**src/rtl/rr_arbiter_n_if.sv**
```systemverilog
// rtl/rr_arbiter_n_if.sv - requester-side bundle for the N-way round-robin arbiter
interface rr_arbiter_n_if #(
    parameter int N = 8
);
    localparam int PTR_W = $clog2(N);

    // Arbitration request side.
    logic             go;
    logic             mode;
    logic [N-1:0]     req;
    // Owner frees the resource; "release" itself is a reserved word.
    logic             release_i;

    // Grant side, all registered inside the arbiter.
    logic [N-1:0]     grant;
    logic [PTR_W-1:0] grant_id;
    logic             busy;
    logic [PTR_W-1:0] ptr;
    logic             go_dropped;

    modport master (
        output go, mode, req, release_i,
        input  grant, grant_id, busy, ptr, go_dropped
    );

    modport slave (
        input  go, mode, req, release_i,
        output grant, grant_id, busy, ptr, go_dropped
    );
endinterface

```
**src/rtl/rr_arbiter_n.sv**
```systemverilog
// rtl/rr_arbiter_n.sv - N-way round-robin arbiter with slot and work-conserving modes; optional SVA under RR_ARB_ASSERT_EN
module rr_arbiter_n #(
    parameter int N = 8
) (
    input logic           clk,
    input logic           reset_n,
    rr_arbiter_n_if.slave bus
);
    localparam int PTR_W = $clog2(N);
    localparam logic [N-1:0] ONE_HOT_0 = {{(N-1){1'b0}}, 1'b1};

    typedef enum logic {
        IDLE = 1'b0,
        HELD = 1'b1
    } state_t;

    state_t           state_q, state_d;
    logic             go_q, go_d;
    logic [PTR_W-1:0] ptr_q, ptr_d;
    logic [N-1:0]     grant_q, grant_d;
    logic [PTR_W-1:0] grant_id_q, grant_id_d;
    logic             go_dropped_q, go_dropped_d;

    logic             go_event;
    logic             arb_en;
    logic             wc_found;
    logic [PTR_W-1:0] wc_win;

    // Index arithmetic stays mod N so non-power-of-2 N never leaves 0..N-1.
    function automatic logic [PTR_W-1:0] wrap_inc(input logic [PTR_W-1:0] p);
        if (int'(p) >= N - 1) begin
            return '0;
        end
        return p + PTR_W'(1);
    endfunction

    function automatic logic [PTR_W-1:0] wrap_add(input logic [PTR_W-1:0] p, input int k);
        int s;
        s = int'(p) + k;
        if (s >= N) begin
            s = s - N;
        end
        return PTR_W'(s);
    endfunction

    // An event is a rising edge of go; arbitration only when idle and not releasing.
    assign go_event = bus.go && !go_q;
    assign arb_en   = go_event && (state_q == IDLE) && !bus.release_i;

    // Work-conserving winner: first requester at or after ptr, circularly.
    always_comb begin
        wc_found = 1'b0;
        wc_win   = '0;
        for (int k = 0; k < N; k++) begin
            if (!wc_found && bus.req[wrap_add(ptr_q, k)]) begin
                wc_found = 1'b1;
                wc_win   = wrap_add(ptr_q, k);
            end
        end
    end

    // Next-state: arbitration in IDLE, hold/release in HELD, drop reporting.
    always_comb begin
        state_d      = state_q;
        go_d         = bus.go;
        ptr_d        = ptr_q;
        grant_d      = grant_q;
        grant_id_d   = grant_id_q;
        go_dropped_d = 1'b0;

        if (go_event && ((state_q == HELD) || bus.release_i)) begin
            go_dropped_d = 1'b1;
        end

        case (state_q)
            IDLE: begin
                if (arb_en) begin
                    if (!bus.mode) begin
                        // Slot mode: the slot advances whether or not it is used.
                        ptr_d = wrap_inc(ptr_q);
                        if (bus.req[ptr_q]) begin
                            grant_d    = ONE_HOT_0 << ptr_q;
                            grant_id_d = ptr_q;
                            state_d    = HELD;
                        end
                    end else if (wc_found) begin
                        // Work-conserving: pointer moves just past the winner.
                        ptr_d      = wrap_inc(wc_win);
                        grant_d    = ONE_HOT_0 << wc_win;
                        grant_id_d = wc_win;
                        state_d    = HELD;
                    end
                end
            end
            HELD: begin
                if (bus.release_i) begin
                    state_d    = IDLE;
                    grant_d    = '0;
                    grant_id_d = '0;
                end
            end
            default: begin
                state_d = IDLE;
            end
        endcase
    end

    // State register; go_q resets high so go must be seen low before the first event.
    always_ff @(posedge clk) begin
        if (!reset_n) begin
            state_q      <= IDLE;
            go_q         <= 1'b1;
            ptr_q        <= '0;
            grant_q      <= '0;
            grant_id_q   <= '0;
            go_dropped_q <= 1'b0;
        end else begin
            state_q      <= state_d;
            go_q         <= go_d;
            ptr_q        <= ptr_d;
            grant_q      <= grant_d;
            grant_id_q   <= grant_id_d;
            go_dropped_q <= go_dropped_d;
        end
    end

    assign bus.grant      = grant_q;
    assign bus.grant_id   = grant_id_q;
    assign bus.busy       = (state_q == HELD);
    assign bus.ptr        = ptr_q;
    assign bus.go_dropped = go_dropped_q;

`ifdef RR_ARB_ASSERT_EN
    logic [N-1:0] wc_between;

    function automatic int wrap_dist(input int from, input int to);
        return (to - from + N) % N;
    endfunction

    // Requesters strictly between ptr and the work-conserving winner.
    always_comb begin
        wc_between = '0;
        for (int i = 0; i < N; i++) begin
            if (wrap_dist(int'(ptr_q), i) < wrap_dist(int'(ptr_q), int'(wc_win))) begin
                wc_between[i] = 1'b1;
            end
        end
    end

    a_grant_onehot0: assert property (@(posedge clk) $onehot0(grant_q));

    a_grant_stable: assert property (@(posedge clk)
        (reset_n && (state_q == HELD) && !bus.release_i) |=> $stable(grant_q));

    a_slot_ptr: assert property (@(posedge clk) disable iff (!reset_n)
        (arb_en && !bus.mode) |=> ((state_q != HELD) || (grant_id_q == $past(ptr_q))));

    a_wc_no_skip: assert property (@(posedge clk) disable iff (!reset_n)
        (arb_en && bus.mode && wc_found) |-> ((bus.req & wc_between) == '0));

    a_ptr_range: assert property (@(posedge clk) int'(ptr_q) < N);

    a_drop_cause: assert property (@(posedge clk) disable iff (!reset_n)
        go_dropped_q |-> $past((state_q == HELD) || bus.release_i));
`else
    // Checks compiled out; behaviour is unchanged.
`endif
endmodule

```
**src/flat_wrapper.sv**
```systemverilog
// flat-port wrapper written by rule: the top's interface ports become plain ports
module rr_arbiter_n_flat 
#(
    parameter int N = 8
)
  (clk, reset_n, bus_go, bus_mode, bus_req, bus_release_i, bus_grant, bus_grant_id, bus_busy, bus_ptr, bus_go_dropped);
  rr_arbiter_n_if #(.N(N)) bus_i ();
  input logic clk;
  input logic reset_n;
  input wire logic [$bits(bus_i.go)-1:0] bus_go;
  input wire logic [$bits(bus_i.mode)-1:0] bus_mode;
  input wire logic [$bits(bus_i.req)-1:0] bus_req;
  input wire logic [$bits(bus_i.release_i)-1:0] bus_release_i;
  output wire logic [$bits(bus_i.grant)-1:0] bus_grant;
  output wire logic [$bits(bus_i.grant_id)-1:0] bus_grant_id;
  output wire logic [$bits(bus_i.busy)-1:0] bus_busy;
  output wire logic [$bits(bus_i.ptr)-1:0] bus_ptr;
  output wire logic [$bits(bus_i.go_dropped)-1:0] bus_go_dropped;
  assign bus_i.go = bus_go;
  assign bus_i.mode = bus_mode;
  assign bus_i.req = bus_req;
  assign bus_i.release_i = bus_release_i;
  assign bus_grant = bus_i.grant;
  assign bus_grant_id = bus_i.grant_id;
  assign bus_busy = bus_i.busy;
  assign bus_ptr = bus_i.ptr;
  assign bus_go_dropped = bus_i.go_dropped;
  rr_arbiter_n #(.N(N)) u_core (.clk(clk), .reset_n(reset_n), .bus(bus_i));
endmodule
```
**config.mk**
```make
export PLATFORM = sky130hd
export DESIGN_NAME = rr_arbiter_n_flat
export DESIGN_NICKNAME = d
export VERILOG_FILES = /design/src/rtl/rr_arbiter_n_if.sv /design/src/rtl/rr_arbiter_n.sv /design/src/flat_wrapper.sv
export SDC_FILE = /design/constraint.sdc
export NUM_CORES = 1
export LEC_CHECK = 0
export ABC_AREA = 1
export CORE_UTILIZATION = 53
export DETAILED_ROUTE_END_ITERATION = 6
export PLACE_DENSITY = 0.86
export SKIP_CTS_REPAIR_TIMING = 1
export SLEW_MARGIN = 20
export SYNTH_ARGS = -nofsm -noshare
export SYNTH_HDL_FRONTEND = slang
export SYNTH_SLANG_ARGS = --single-unit
```
**constraint.sdc**
```tcl
create_clock -name clk -period 2.9 [get_ports clk]
set_input_delay 0.435 -clock clk [delete_from_list [all_inputs] [get_ports clk]]
set_output_delay 0.435 -clock clk [all_outputs]
set_load 0.005 [all_outputs]
```
==> results of run 1 <==
==> sequential cells by signal (all words and copies together), names as in the netlist <==
signal / flops
u_core.bus.grant: 8
u_core.bus.go_dropped: 1
u_core.bus.busy: 1
u_core.bus.grant_id: 3
u_core.bus.ptr: 3
u_core.go_q: 1
==> how the worst max path moves through the flow <==
| stage | cells past startpoint | slack [ns] | end | start |
|---|---|---|---|---|
| final | 16 | 0.19 | u_core.bus.ptr[1]$_SDFFE_PN0P_ | u_core.bus.ptr[0]$_SDFFE_PN0P_ |
| after floorplan | 17 | 0.14 | u_core.bus.ptr[1]$_SDFFE_PN0P_ | u_core.bus.ptr[1]$_SDFFE_PN0P_ |
| after CTS | 16 | 0.13 | u_core.bus.ptr[1]$_SDFFE_PN0P_ | u_core.bus.ptr[0]$_SDFFE_PN0P_ |
| after global placement | 16 | 0.16 | u_core.bus.ptr[2]$_SDFFE_PN0P_ | bus_req[3] |
| after global routing | 19 | 0.02 | u_core.bus.ptr[2]$_SDFFE_PN0P_ | u_core.bus.ptr[0]$_SDFFE_PN0P_ |
| after detailed placement | 15 | 0.13 | u_core.bus.ptr[1]$_SDFFE_PN0P_ | bus_req[3] |
==> cells by family (layout without fill, tap and decap cells) <==
kind of cell / after synthesis / count (layout)
DFF: 17 / 17
and+or+nand+nor: 169 / 169
adders and majority gates: 7 / 7
AOI/OAI and AO/OA: 25 / 25
buffers and inverters: 36 / 74
==> layer usage <==
metal,up-vias,GRT usage (%),routed length (µm),share of wire [%]
met2,54,44.4,1840,47
met4,0,8.01,21,0.53
li1,906,-,-,-
met1,764,35.7,1830,46
met5,-,0,0,0
met3,2,2.53,267,6.7
==> layout by cell type (no fill, tap or decap), types with 2 or more instances in the layout <==
cell type        Yosys  final
clkbuf_4             0      3
nand3_4              2      2
dfxtp_1             17     17
inv_2                6      7
nand2_2              8      8
buf_4                1     10
nand3_2              4      4
a21oi_1             12     12
nand2_1             69     69
clkdlybuf4s50_1      0     28
nor2_2               2      2
o21ai_0              5      5
nor2_1              31     31
inv_1               24     23
nand4_1              3      3
nor2_8               2      2
nand3_1             40     40
nor3_1               2      2
ha_1                 7      5
nand2_4              2      2
==> per-stage QoR <==
step	hold slack, ns	power, µW	setup slack (ns)	instance area [µm²]
after floorplan	0.455	428	0.144	1590
after global placement	0.448	500	0.163	1960
after detailed placement	0.452	502	0.128	1960
after CTS	0.467	629	0.125	1980
after global routing	0.480	674	0.0166	2000
final	0.463	632	0.188	2000
==> report_power, final <==
group / internal [µW] / switching [µW] / leakage, µW
clock network: 51.3 / 76.9 / 0.0000177
registers: 238 / 3.69 / 0.000138
logic: 97.2 / 165 / 0.000780
total: 386 / 246 / 0.000935
==> final cells by class <==
class	instances	share of cell area [%]
well taps	31	1.94
clock buffers	3	1.12
repair buffers	38	17.7
multi-input cells	201	55.8
clock inverters	1	0.250
flip-flops and latches	17	17.0
inverters	32	6.12
==> worst max-delay path, cell delays in order (launching register included) <==
cell,delay (ns)
dfxtp_1,0.35
buf_4,0.16
ha_2,0.20
ha_4,0.28
inv_1,0.07
nand3_1,0.13
nand2_2,0.11
nor2_8,0.11
nand4_4,0.12
nor2_8,0.18
nand3_1,0.12
nand3_1,0.09
nand2_1,0.07
inv_1,0.07
ha_1,0.23
a211oi_2,0.22
a211oi_1,0.06
==> impl_metrics.toml, run 1 <==
[floorplan]
die_area_um2 = 3220
die_w_um = 56.8
initial_utilization_pct = 56.6
die_y_um = 56.8
floorplan.io_pins = 29
rows = 19
coreArea_um2 = 2810

[synth]
synth_xor_area_share_pct = 0
ys_seq_area_share_pct = 21.4
ys_types = 34
netlist_instances = 254
async_flop_share_pct = 0
yosys_warnings = 0
synth_top_cell_by_area = "dfxtp_1"
synth_seq_cells = 17
synth_compound_area_share_pct = 10.4
synth_top_family_by_area = "simple AND/OR/NAND/NOR gates"
synthMuxAreaShare_pct = 0
yosys.area_share.simple_pct = 53.2
synth_top_area_share_pct = 21.4
ys.flop_type = "dfxtp_1"
synth_edf_count = 0
avgSynthCellArea_um2 = 6.26
yosysMostFrequentCell = "nand2_1"
ys_top_cells_by_area = "dfxtp_1 21%, nand2_1 16%, nand3_1 13%"
synth_area_um2 = 1590
syn-num-nets = 274
synthAdderAreaFrac_pct = 5.51
synth_common_cells = "69 x nand2_1, 40 x nand3_1, 31 x nor2_1, 24 x inv_1, 17 x dfxtp_1"

[timing]
layout_min_cycle_time_ns = 2.71
max_slew_margin_pct = 71.4
finalSetupTns_ns = 0
period_share_pct = 93.5
rsz0062_at_grt = "false"
timing.final.hold_violations = 0
worstMarginPinSlew_ns = 0.426
fin_skew_ns = 0.000859
setup-violations-final = 0
max_freq_mhz = 369
maxSlewViolCount = 0

[hold_path]
hold_start = "u_core.bus.grant_id[0]$_SDFFE_PN0P_"
worstHoldPathCells = 2
hold_class = "reg -> reg"
min_to = "u_core.bus.grant_id[0]$_SDFFE_PN0P_"

[worst_setup_path]
worstSetupEndpointType = "register"
critical_path.max_fanout = 7
cp-start-kind = "register"
rrSetupSlack_ns = 0.19
r2r-end = "u_core.bus.ptr[1]$_SDFFE_PN0P_"
required_ns = 3.07
reg2reg_from = "u_core.bus.ptr[0]$_SDFFE_PN0P_"
critPathKind = "reg -> reg"
worstPathArrival_ns = 2.88
ff2ff_path_depth = 16

[cells_and_area]
seq_area_um2 = 340
instances_no_fill = 323
drive_above_1_share_pct = 17.1
area_delta_synth_final_pct = 26.1
multi_input_area_um2 = 1120
diodes = 0
fillerInstances = 247
utilization_pct = 71.4
fin_nets = 313

[power_and_ir_drop]
p_per_area_nw_per_um2 = 316
p_leak_uw = 0.000935
vdd_drop_max_uv = 180

[global_route]
antenna_found_initial = 0
track_usage_pct = 26.4
grt_pass1_wl_um = 6720
overflow = 0
grt_max_degree = 14
grt_pass1_vias = 1515

[clock_tree]
tritoncts = "done"
clock_sinks = 17
clk_latency_ns = 0.29
clockBufferDepth = 2
clk_pin_slew_ns = 0.10
cts_max_level = 1
cts-root-buf = "clkbuf_4"
cts_made_buffers = 3

[placed_design]
dp_cells = 319
hpwl_um = 3220
port-buffer-count = 28
place.gp.congestion = 0.957

[routing]
drt_iter0_drc = 111
first_pass_iters = 7
vias = 1726
antenna_left = 0
wl_per_cell_um = 12.3
post_drt_via_cell_ratio = 5.34
drc = 4
wirelength_um = 3960

[run_status]
violations = "design-rule violations"
status = "finished, violations left"

[flow_run]
maxCapViolCount = 0
(Power assumes the default switching activity.)
==> run 2: changes to the inputs <==
- CORE_UTILIZATION: 53 -> 45
- PLACE_DENSITY: 0.86 -> 0.7
==> run 2 against run 1 <==
Against the previous run: the run now ends clean; flip-flop and latch count unchanged; sequential share of layout area down 0.14 points; core utilization down 10 points; worst hold slack improved by 0.0021 ns; global-route usage down 2.8 points; clock power hardly changed; via count is 0.81% lower; critical endpoint unchanged; largest cell class unchanged.
==> impl_metrics.toml, run 2 (synthesis gave the netlist of run 1 again) <==
[cells_and_area]
fillerInstances = 350
largest_reg_flops = 8
diodes = 0
final_cell_mix = "69 x nand2_1, 39 x nand3_1, 31 x nor2_1, 28 x clkdlybuf4s50_1, 24 x inv_1"
layout_commonest_cell = "nand2_1"
drive_above_1_share_pct = 18.0
utilization_pct = 61.2
fin_nets = 315
area_delta_synth_final_pct = 29.4

[worst_setup_path]
r2r-end = "u_core.bus.ptr[1]$_SDFFE_PN0P_"
reg2reg_from = "u_core.bus.ptr[1]$_SDFFE_PN0P_"
rrSetupSlack_ns = 0.20
cp-start-kind = "register"
critPathKind = "reg -> reg"
ff2ff_path_depth = 16
worstPathArrival_ns = 2.86
worstSetupEndpointType = "register"
critical_path.max_fanout = 7
required_ns = 3.06

[hold_path]
min_to = "u_core.bus.grant_id[0]$_SDFFE_PN0P_"
hold_class = "reg -> reg"
hold_start = "u_core.bus.grant_id[0]$_SDFFE_PN0P_"
worstHoldPathCells = 2

[timing]
max_freq_mhz = 370
fin_skew_ns = 0.00658
maxSlewViolCount = 0
finalSetupTns_ns = 0
rsz0062_at_grt = "false"
setup-violations-final = 0
period_share_pct = 93.2
worstMarginPinSlew_ns = 0.410
layout_min_cycle_time_ns = 2.70
max_slew_margin_pct = 72.4
timing.final.hold_violations = 0

[power_and_ir_drop]
vdd_drop_max_uv = 126
p_leak_uw = 0.000952
p_total_uw = 636
p_per_area_nw_per_um2 = 309

[routing]
vias = 1712
wirelength_um = 4010
post_drt_via_cell_ratio = 5.04
drc = 0
antenna_left = 0
drt_iter0_drc = 58
first_pass_iters = 4
wl_per_cell_um = 11.8

[clock_tree]
tritoncts = "done"
clk_latency_ns = 0.29
clk_pin_slew_ns = 0.09
clock_sinks = 17
clockBufferDepth = 2
cts_made_buffers = 3
cts-root-buf = "clkbuf_4"
cts_max_level = 1

[global_route]
antenna_found_initial = 0
track_usage_pct = 23.6
grt_pass1_wl_um = 6590
overflow = 0
grt_max_degree = 14
grt_pass1_vias = 1498

[placed_design]
place.gp.congestion = 0.932
port-buffer-count = 28
hpwl_um = 3310

[flow_run]
maxCapViolCount = 0

[floorplan]
die_y_um = 61.4
die_w_um = 61.4
initial_utilization_pct = 47.2
die_area_um2 = 3770
coreArea_um2 = 3360
rows = 21
floorplan.io_pins = 29

[run_status]
status = "finished, final reports clean"
[run 2: power by group]
| group | switching (µW) | total, µW | internal, µW |
|---|---|---|---|
| logic | 164 | 266 | 102 |
| clock network | 73.5 | 127 | 53.5 |
| registers | 5.26 | 242 | 237 |
| total | 243 | 636 | 393 |
[run 2: critical path, cell delays in order, from the launching register on]
cell      delay (ns)
dfxtp_4         0.38
buf_4           0.15
ha_1            0.22
ha_4            0.29
inv_1           0.07
nand3_1         0.12
nand2_2         0.10
nor2_8          0.12
nand4_4         0.13
nor2_8          0.18
nand3_2         0.09
nand3_1         0.08
nand2_1         0.06
inv_1           0.07
ha_1            0.23
a211oi_2        0.23
a211oi_1        0.06
[run 2: final cells by class]
cell class	count	area, µm²	area share (%)
multi-input combinational	201	1120	54.5
timing repair buffer	40	383	18.6
sequential	17	347	16.8
inverter	32	123	5.96
tap	46	57.6	2.80
clock buffer	4	26.3	1.28
[run 2: routing by layer]
layer	GRT usage [%]	part of all wire (%)
met1	32.2	49
met2	37.9	45
met3	4.41	4.9
met4	7.30	1.4
met5	0	0
[run 2: how the worst max path moves through the flow]
stage / start / end / slack, ns / cells past startpoint
global placement: u_core.bus.ptr[1]$_SDFFE_PN0P_ / u_core.bus.grant[0]$_SDFFE_PN0P_ / 0.16 / 18
floorplan: u_core.bus.ptr[1]$_SDFFE_PN0P_ / u_core.bus.ptr[1]$_SDFFE_PN0P_ / 0.14 / 17
detailed placement: u_core.bus.ptr[1]$_SDFFE_PN0P_ / u_core.bus.grant[4]$_SDFFE_PN0P_ / 0.13 / 18
CTS: u_core.bus.ptr[1]$_SDFFE_PN0P_ / u_core.bus.ptr[1]$_SDFFE_PN0P_ / 0.10 / 16
global route: u_core.bus.ptr[1]$_SDFFE_PN0P_ / u_core.bus.grant[2]$_SDFFE_PN0P_ / 0.002 / 18
finish: u_core.bus.ptr[1]$_SDFFE_PN0P_ / u_core.bus.ptr[1]$_SDFFE_PN0P_ / 0.20 / 16
[run 2: metrics by stage]
stage	setup WS, ns	hold slack (ns)	std cells	cell area [µm²]
3_3_place_gp	0.158	0.450	335	1980
6_report	0.199	0.465	340	2060
3_5_place_dp	0.131	0.455	335	1980
4_1_cts	0.104	0.470	339	2010
2_1_floorplan	0.144	0.455	254	1590
5_1_grt	0.00153	0.491	340	2060
